===== config.mk =====
export PLATFORM = sky130hd
export DESIGN_NAME = mos_seq
export DESIGN_NICKNAME = d
export VERILOG_FILES = /design/src/rtl/mos_seq.sv
export SDC_FILE = /design/constraint.sdc
export NUM_CORES = 1
export LEC_CHECK = 0
export BUFFER_PORTS_ARGS = -buffer_cell sky130_fd_sc_hd__buf_2
export CORE_MARGIN = 2
export CORE_UTILIZATION = 30
export CTS_CLUSTER_SIZE = 24
export DETAILED_ROUTE_END_ITERATION = 10
export GPL_TIMING_DRIVEN = 0
export SYNTH_ARGS = -nofsm -noshare
export SYNTH_HDL_FRONTEND = slang
export SYNTH_SLANG_ARGS = --single-unit
export TNS_END_PERCENT = 1

===== constraint.sdc =====
create_clock -name clk -period 4.58 [get_ports clk]
set_clock_uncertainty 0.15 [all_clocks]
set_input_delay 1.145 -clock clk [delete_from_list [all_inputs] [get_ports clk]]
set_output_delay 1.145 -clock clk [all_outputs]
set_load 0.03 [all_outputs]

===== src/rtl/mos_seq.sv =====
`default_nettype none
// ============================================================================
// Module   : mos_seq
// Purpose  : MOS on/off command FIFO and one-at-a-time req/ack sequencer.
// Revision : 1.0 - initial release
// ============================================================================
module mos_seq #(
   parameter int DEPTH     = 4,
   parameter int REQ_HOLD  = 2,
   parameter int ACK_BLANK = 4,
   parameter int GAP_CYC   = 3
) (
   input  logic                       clk,
   input  logic                       rst,
   input  logic                       cmd_valid,
   input  logic                       cmd_val,
   output logic                       cmd_ready,
   input  logic                       flush,
   input  logic                       reg_seq_en,
   input  logic [15:0]                reg_timeout,
   input  logic                       err_clr,
   output logic                       mos_req,
   output logic                       mos_val,
   input  logic                       mos_ack,
   output logic                       busy,
   output logic                       done,
   output logic                       timeout,
   output logic                       err_timeout,
   output logic [$clog2(DEPTH+1)-1:0] fifo_level
);
   localparam int AW = $clog2(DEPTH);
   localparam int LW = $clog2(DEPTH+1);

   localparam logic [1:0] ST_IDLE = 2'd0;
   localparam logic [1:0] ST_REQ  = 2'd1;
   localparam logic [1:0] ST_WAIT = 2'd2;
   localparam logic [1:0] ST_GAP  = 2'd3;

   localparam logic [15:0]   C_HOLD_LAST = 16'(REQ_HOLD - 1);
   localparam logic [15:0]   C_BLANK     = 16'(ACK_BLANK);
   localparam logic [15:0]   C_GAP_LAST  = 16'(GAP_CYC - 1);
   localparam logic [LW-1:0] C_FULL_LVL  = LW'(DEPTH);

   logic [1:0]       state_q, state_d;
   logic [15:0]      timer_q, timer_d;
   logic             mos_req_q, mos_req_d;
   logic             mos_val_q, mos_val_d;
   logic             done_q, done_d;
   logic             timeout_q, timeout_d;
   logic             err_q, err_d;
   logic [DEPTH-1:0] mem_q, mem_d;
   logic [AW-1:0]    wr_ptr_q, wr_ptr_d;
   logic [AW-1:0]    rd_ptr_q, rd_ptr_d;
   logic [LW-1:0]    count_q, count_d;

   logic        full, empty, push, pop;
   logic        in_txn, ack_ok, to_hit;
   logic [15:0] timer_inc;

   always_comb begin
      full      = (count_q == C_FULL_LVL);
      empty     = (count_q == '0);
      push      = cmd_valid && !full && !flush;
      pop       = (state_q == ST_IDLE) && reg_seq_en && !empty;
      in_txn    = (state_q == ST_REQ) || (state_q == ST_WAIT);
      // Blanking hides the downstream stage's stale ack level right after a rise
      ack_ok    = in_txn && mos_ack && (timer_q >= C_BLANK);
      to_hit    = in_txn && (reg_timeout != 16'd0) &&
                  (timer_q == reg_timeout - 16'd1) && !ack_ok;
      timer_inc = (timer_q == 16'hFFFF) ? timer_q : timer_q + 16'd1;
   end

   always_comb begin
      mem_d    = mem_q;
      wr_ptr_d = wr_ptr_q;
      rd_ptr_d = rd_ptr_q;
      count_d  = count_q;
      if (flush) begin
         wr_ptr_d = '0;
         rd_ptr_d = '0;
         count_d  = '0;
      end else begin
         if (push) begin
            mem_d[wr_ptr_q] = cmd_val;
            wr_ptr_d        = wr_ptr_q + AW'(1);
         end
         if (pop) begin
            rd_ptr_d = rd_ptr_q + AW'(1);
         end
         count_d = count_q + LW'(push) - LW'(pop);
      end
   end

   always_comb begin
      state_d   = state_q;
      timer_d   = timer_q;
      mos_req_d = mos_req_q;
      mos_val_d = mos_val_q;
      done_d    = 1'b0;
      timeout_d = 1'b0;
      err_d     = err_clr ? 1'b0 : err_q;
      case (state_q)
         ST_IDLE: begin
            if (pop) begin
               mos_val_d = mem_q[rd_ptr_q];
               mos_req_d = 1'b1;
               timer_d   = 16'd0;
               state_d   = ST_REQ;
            end
         end
         ST_REQ, ST_WAIT: begin
            timer_d = timer_inc;
            if (ack_ok) begin
               done_d    = 1'b1;
               mos_req_d = 1'b0;
               timer_d   = 16'd0;
               state_d   = ST_GAP;
            end else if (to_hit) begin
               timeout_d = 1'b1;
               err_d     = 1'b1;
               mos_req_d = 1'b0;
               timer_d   = 16'd0;
               state_d   = ST_GAP;
            end else if ((state_q == ST_REQ) && (timer_q == C_HOLD_LAST)) begin
               mos_req_d = 1'b0;
               state_d   = ST_WAIT;
            end
         end
         ST_GAP: begin
            timer_d = timer_inc;
            if (timer_q == C_GAP_LAST) begin
               timer_d = 16'd0;
               state_d = ST_IDLE;
            end
         end
         default: begin
            state_d = ST_IDLE;
         end
      endcase
   end

   always_ff @(posedge clk) begin
      if (rst) begin
         state_q   <= ST_IDLE;
         timer_q   <= 16'd0;
         mos_req_q <= 1'b0;
         mos_val_q <= 1'b0;
         done_q    <= 1'b0;
         timeout_q <= 1'b0;
         err_q     <= 1'b0;
         mem_q     <= '0;
         wr_ptr_q  <= '0;
         rd_ptr_q  <= '0;
         count_q   <= '0;
      end else begin
         state_q   <= state_d;
         timer_q   <= timer_d;
         mos_req_q <= mos_req_d;
         mos_val_q <= mos_val_d;
         done_q    <= done_d;
         timeout_q <= timeout_d;
         err_q     <= err_d;
         mem_q     <= mem_d;
         wr_ptr_q  <= wr_ptr_d;
         rd_ptr_q  <= rd_ptr_d;
         count_q   <= count_d;
      end
   end

   assign cmd_ready   = !full;
   assign busy        = (state_q != ST_IDLE);
   assign fifo_level  = count_q;
   assign mos_req     = mos_req_q;
   assign mos_val     = mos_val_q;
   assign done        = done_q;
   assign timeout     = timeout_q;
   assign err_timeout = err_q;

endmodule
`default_nettype wire

# Word level (Yosys, flattened, before mapping)
# Index checks and enable logic that the tools add are counted.
classes:
  n_bitwise: 2
  add_sub_neg: 6
  mux: 28
  reduce_logical: 29
  eq_ne: 11
  magnitude_cmp: 4
ops:
  columns: ["operator", "n"]
  rows:
  - ["16-bit two-way mux", 5]
  - ["16-bit one-hot mux with 3 select lines", 1]
  - ["16-bit by 1-bit adder with 16-bit output (second input constant)", 1]
  - ["16-bit by 1-bit equality test with 1-bit output (second input constant)", 1]
  - ["16-bit equality test", 1]
  - ["16-bit equality test (second input constant)", 1]
  - ["16-bit by 2-bit equality test with 1-bit output (second input constant)", 1]
  - ["16-bit by 3-bit greater-or-equal comparator with 1-bit output (second input constant)", 1]
  - ["16-bit nonzero test", 1]
  - ["16-bit by 1-bit subtractor with 16-bit output (second input constant)", 1]
  - ["1-bit two-way mux", 12]
  - ["1-bit logical AND", 11]
  - ["2-bit two-way mux", 5]
  - ["2-bit by 3-bit < comparator with 1-bit output (second input constant)", 2]
  - ["2-bit one-hot mux with 3 select lines", 1]
  - ["3-bit AND reduction", 2]
  - ["2-bit OR reduction", 3]
  - ["2-bit by 1-bit adder with 2-bit output (second input constant)", 2]
  - ["4-bit bitwise mux", 1]
  - ["2-bit equality test (second input constant)", 2]
  - ["1-bit zero test", 4]
  - ["2-bit inequality test (second input constant)", 2]
  - ["4-bit inequality test (second input constant)", 1]
  - ["2-bit AND reduction", 2]
  - ["14 further kinds", 16]
totals:
  register_bits: 34
  output_inout_bits: 10
  elab_cells: 91

# Depth between registers and ports, before layout
logic_depth:
  word_depth: 9
  ltp_mapped: 13
  depth_no_buf: 13

# Worst setup path after synthesis
# Ideal clock, no wire load.
synth_timing:
  kind: "input -> register"
  start: "input reg_timeout[0]"
  end: "register timer_q[0]"
  required_ns: 4.313
  setup_time_ns: 0.117
  path_slack_ns: 0.779
  t_arrival_ns: 3.533
  n_path_buf: 2
  stages: 12
  path_cell_list: "clkbuf_1 inv_1 ha_1 nor2b_1 or3_1 a31oi_1 nand3_1 nor4b_1 a211o_1 buf_4 o21ai_0 a32o_1"
synth_between:
  elab_chain_cells: 7
  word_cells_on_any_way: 9
synth_rtl:
  columns: ["element", "line", "text"]
  rows:
  - ["from (decl)", "20", "input logic [15:0] reg_timeout,"]
  - ["16-bit by 1-bit subtractor with 16-bit output or 16-bit nonzero test (tied branches)", "69, 68", null]
  - ["16-bit equality test or 1-bit logical AND (tied branches)", "69, 68", null]
  - ["1-bit logical AND (*)", "68", "to_hit = in_txn && (reg_timeout != 16'd0) &&"]
  - ["1-bit logical AND (*)", "69", "(timer_q == reg_timeout - 16'd1) && !ack_ok;"]
  - ["16-bit two-way mux (*)", "118", "end else if (to_hit) begin"]
  - ["16-bit two-way mux (*)", "113", "if (ack_ok) begin"]
  - ["16-bit one-hot mux with 3 select lines (*)", "102", "case (state_q)"]
  - ["to (signal assigned)", "157", "timer_q <= timer_d;"]
  - ["to (decl)", "45", "logic [15:0] timer_q, timer_d;"]
# Mark *: on every way between the ends. The rest lies on a longest branch, timed or not.
# A chain may end at the register's enable or synchronous reset.

# Worst setup path after layout
# Ends and elaborated chain as after synthesis.

==> run_results.csv <==
group,metric,value,unit
route,firstDrtPassIters,4,
synth,syn_nets,374,
global_route,antenna_found_initial,0,
sta,finalHoldViolCount,0,
clocking,clkTransAtPathRegs,0.07,ns
job,maxCapViolations,0,
clocking,clk-insertion-delay-late,0.29,ns
critical_path,r2r_start,"state_q[0]$_SDFFE_PP0P_",
global_route,grt_max_degree,12,
floorplanning,core-area,0.00826,sq mm
synth,yosys-top-cells-area,"dfxtp_1 (27%), ha_1 (8.8%), xnor2_1 (6.1%)",
floorplanning,num_rows,33,
clocking,h-tree-depth,2,
power_and_ir_drop,peakVddDrop,0.193,mV
route,ant_nets,0,
layout,instances_no_fill,476,
layout,antenna_cells,0,
synth,postSynthCellCount,331,
status,status,"finished clean",
critical_path,r2r_setup_slack,1.55,ns
synth,yosysSeqAreaShare,0.265,
worst_hold_path,hold_path_depth,2,
layout,final_layout_size_suffix_gt1_frac,0.167,
route,vias_per_cell,5.27,
place,place_inst,468,
clocking,cts_buffer_depth,2,
worst_hold_path,min_to,"mem_q[1]$_SDFFE_PP0P_",
route,detail_route.wl_per_cell,14.2,um
floorplanning,start_util,0.311,
critical_path,worstSetupEndpointType,"flip-flop",
layout,layout.nets,413,
critical_path,crit_path_top_delay_cell,"nor4b_1",
critical_path,critPathArrivalTime,3.99,ns
sta,slew_violations,0,
clocking,clock_sinks,34,
sta,period_needed,3.95,ns
place,dpl-instance-area,0.00286,sq mm
critical_path,worstSetupPathType,"in2reg",
route,route.detailed.drc,0,
clocking,ctsHoldBuffers,0,
synth,ys_seq_elements,34,
layout,fin_area,0.00295,sq mm
synth,yosysTopAreaCellShare,0.265,
sta,tightest_slew,0.666,ns
critical_path,cp_max_fo,10,
floorplanning,die_w,96.5,um
place,place.gp.congestion,0.813,
layout,areaGrowthSynthToFinish,15.1,%
power_and_ir_drop,cellLeakagePower,0.00109,uW
critical_path,worstReg2RegEnd,"timer_q[0]$_SDFFE_PP0P_",
global_route,grt_pass1_wl,11400,um
global_route,grtUsageTotal,0.158,
synth,synth_edf_count,0,
critical_path,required,4.62,ns
sta,finalSetupViolCount,0,
worst_hold_path,hp-class,"reg2reg",
synth,synth.distinct_cells,61,
synth,yosysWarnings,0,
clocking,cts_setup_buffers,0,
synth,yosysTopAreaCell,"dfxtp_1",
clocking,cts_root_buffer,"clkbuf_8",
synth,synth.avg_cell_area,7.75,sq um
clocking,ctsResizeCount,0,
layout,n_fill_cell,906,
floorplanning,num_io_pins,34,
clocking,cts_tree,"built",
power_and_ir_drop,p_total,883,uW
synth,async_reset_ff_frac,0,
critical_path,crit_chain,"clkbuf_1, inv_1, ha_1, nor2b_1, or3_1, a31oi_1, nand3_1, nor4b_1, a211o_1, buf_4, o21ai_0, a32o_1",
global_route,grt_pass1_vias,2426,
clocking,cts-buffers-inserted,5,
worst_hold_path,min-delay-start,"mem_q[1]$_SDFFE_PP0P_",
synth,synth_commonest_cells,"dfxtp_1 (34), nor2_1 (34), nand2_1 (30), inv_1 (22), nand3_1 (21)",
synth,synth_top_flop_cell,"dfxtp_1",
sta,max_freq,253,MHz
critical_path,max_stage_delay,0.47,ns
route,vias,2510,
critical_path,worst_setup_path_start_kind,"input pin",
place,dpl.hpwl,5270,um
route,first_iter_violations,151,
sta,whs,0.311,ns
sta,rsz0062_at_grt,"no",
synth,syn_area,0.00256,sq mm
sta,fin_crit_sh,0.863,
place,portBuffers,32,
sta,relSlewSlack,0.556,
sta,fin_tns_setup,0,ns
floorplanning,die_h,96.5,um
global_route,grt_overflow,0,
route,wirelength,6770,um
power_and_ir_drop,p_per_area,299,mW/mm^2
critical_path,reg2regPathDepth,10,
floorplanning,die-area,0.00931,sq mm
## how the worst max path moves through the flow
stage	start	to	slack, ns	depth (start not counted)
floorplan	reg_timeout[0]	timer_q[0]$_SDFFE_PP0P_	0.78	12
global placement	reg_timeout[0]	timer_q[1]$_SDFFE_PP0P_	0.38	12
detailed placement	reg_timeout[0]	timer_q[0]$_SDFFE_PP0P_	0.30	12
CTS	reg_timeout[0]	timer_q[0]$_SDFFE_PP0P_	0.61	12
global route	reg_timeout[0]	timer_q[6]$_SDFFE_PP0P_	0.27	13
finish	reg_timeout[0]	timer_q[0]$_SDFFE_PP0P_	0.63	12
## layout make-up
| type | count | area (sq um) | area share |
|---|---|---|---|
| buffer | 13 | 53.8 | 0.0182 |
| clock buffer | 6 | 82.6 | 0.0280 |
| clock inverter | 2 | 12.5 | 0.00424 |
| inverter | 22 | 82.6 | 0.0280 |
| multi-input combinational | 262 | 1750 | 0.592 |
| sequential | 34 | 681 | 0.231 |
| tap | 105 | 131 | 0.0445 |
| timing repair buffer | 32 | 160 | 0.0543 |
## per-layer routing
layer / up-vias / GRT usage / wire length [um]
met5: - / 0 / 0
met4: 0 / 0.0634 / 133
met3: 10 / 0.0233 / 252
met2: 55 / 0.268 / 3270
met1: 1184 / 0.200 / 3110
li1: 1261 / - / -
## critical path, delay by kind of cell
| family | cells | cell delay (ns) |
|---|---|---|
| compound gates | 4 | 0.86 |
| fa+ha+maj | 1 | 0.30 |
| buf+inv | 3 | 0.57 |
| simple gates | 4 | 1.11 |
## layout by cell type (no fill, tap or decap), types with 3 or more instances in the layout
cell type / count
a211oi_1: 4
a21oi_1: 20
a31oi_1: 5
buf_2: 33
clkbuf_1: 11
clkbuf_8: 6
dfxtp_1: 34
ha_1: 18
inv_1: 22
nand2_1: 30
nand3_1: 21
nand3b_1: 3
nand4_1: 7
nor2_1: 34
nor2b_1: 3
nor3_1: 13
nor3b_1: 3
nor4_1: 6
o21ai_0: 12
o31ai_1: 4
or2_2: 6
or3_1: 7
xnor2_1: 18
xor2_1: 6
## logic make-up (layout without fill, tap and decap cells)
family                     Yosys count  in the layout  synth area share
AOI/OAI and AO/OA                   68             68             0.180
xor gates and xnor gates            24             24            0.0820
adders and majority gates           19             19            0.0956
buffers and inverters               35             75            0.0532
DFF                                 34             34             0.265
muxes                                3              3            0.0171
and+or+nand+nor                    148            148             0.307
## power by group
group / leakage (uW) / internal, uW / switching, uW
combinational: 0.000770 / 109 / 214
sequential: 0.000275 / 309 / 12.8
clock: 0.0000472 / 121 / 118
total: 0.00109 / 539 / 345
## metrics by stage
| stage | worst slack [ns] | utilization |
|---|---|---|
| 6_report | 0.629 | 0.357 |
| 5_1_grt | 0.275 | 0.357 |
| 4_1_cts | 0.614 | 0.357 |
| 3_5_place_dp | 0.295 | 0.346 |
| 3_3_place_gp | 0.379 | 0.346 |
| 2_1_floorplan | 0.779 | - |
## registers in the layout, indices dropped and copies added (netlist names), 2 cells and up
| name | count |
|---|---|
| fifo_level | 3 |
| mem_q | 4 |
| rd_ptr_q | 2 |
| state_q | 2 |
| timer_q | 16 |
| wr_ptr_q | 2 |
(Power assumes the default switching activity.)
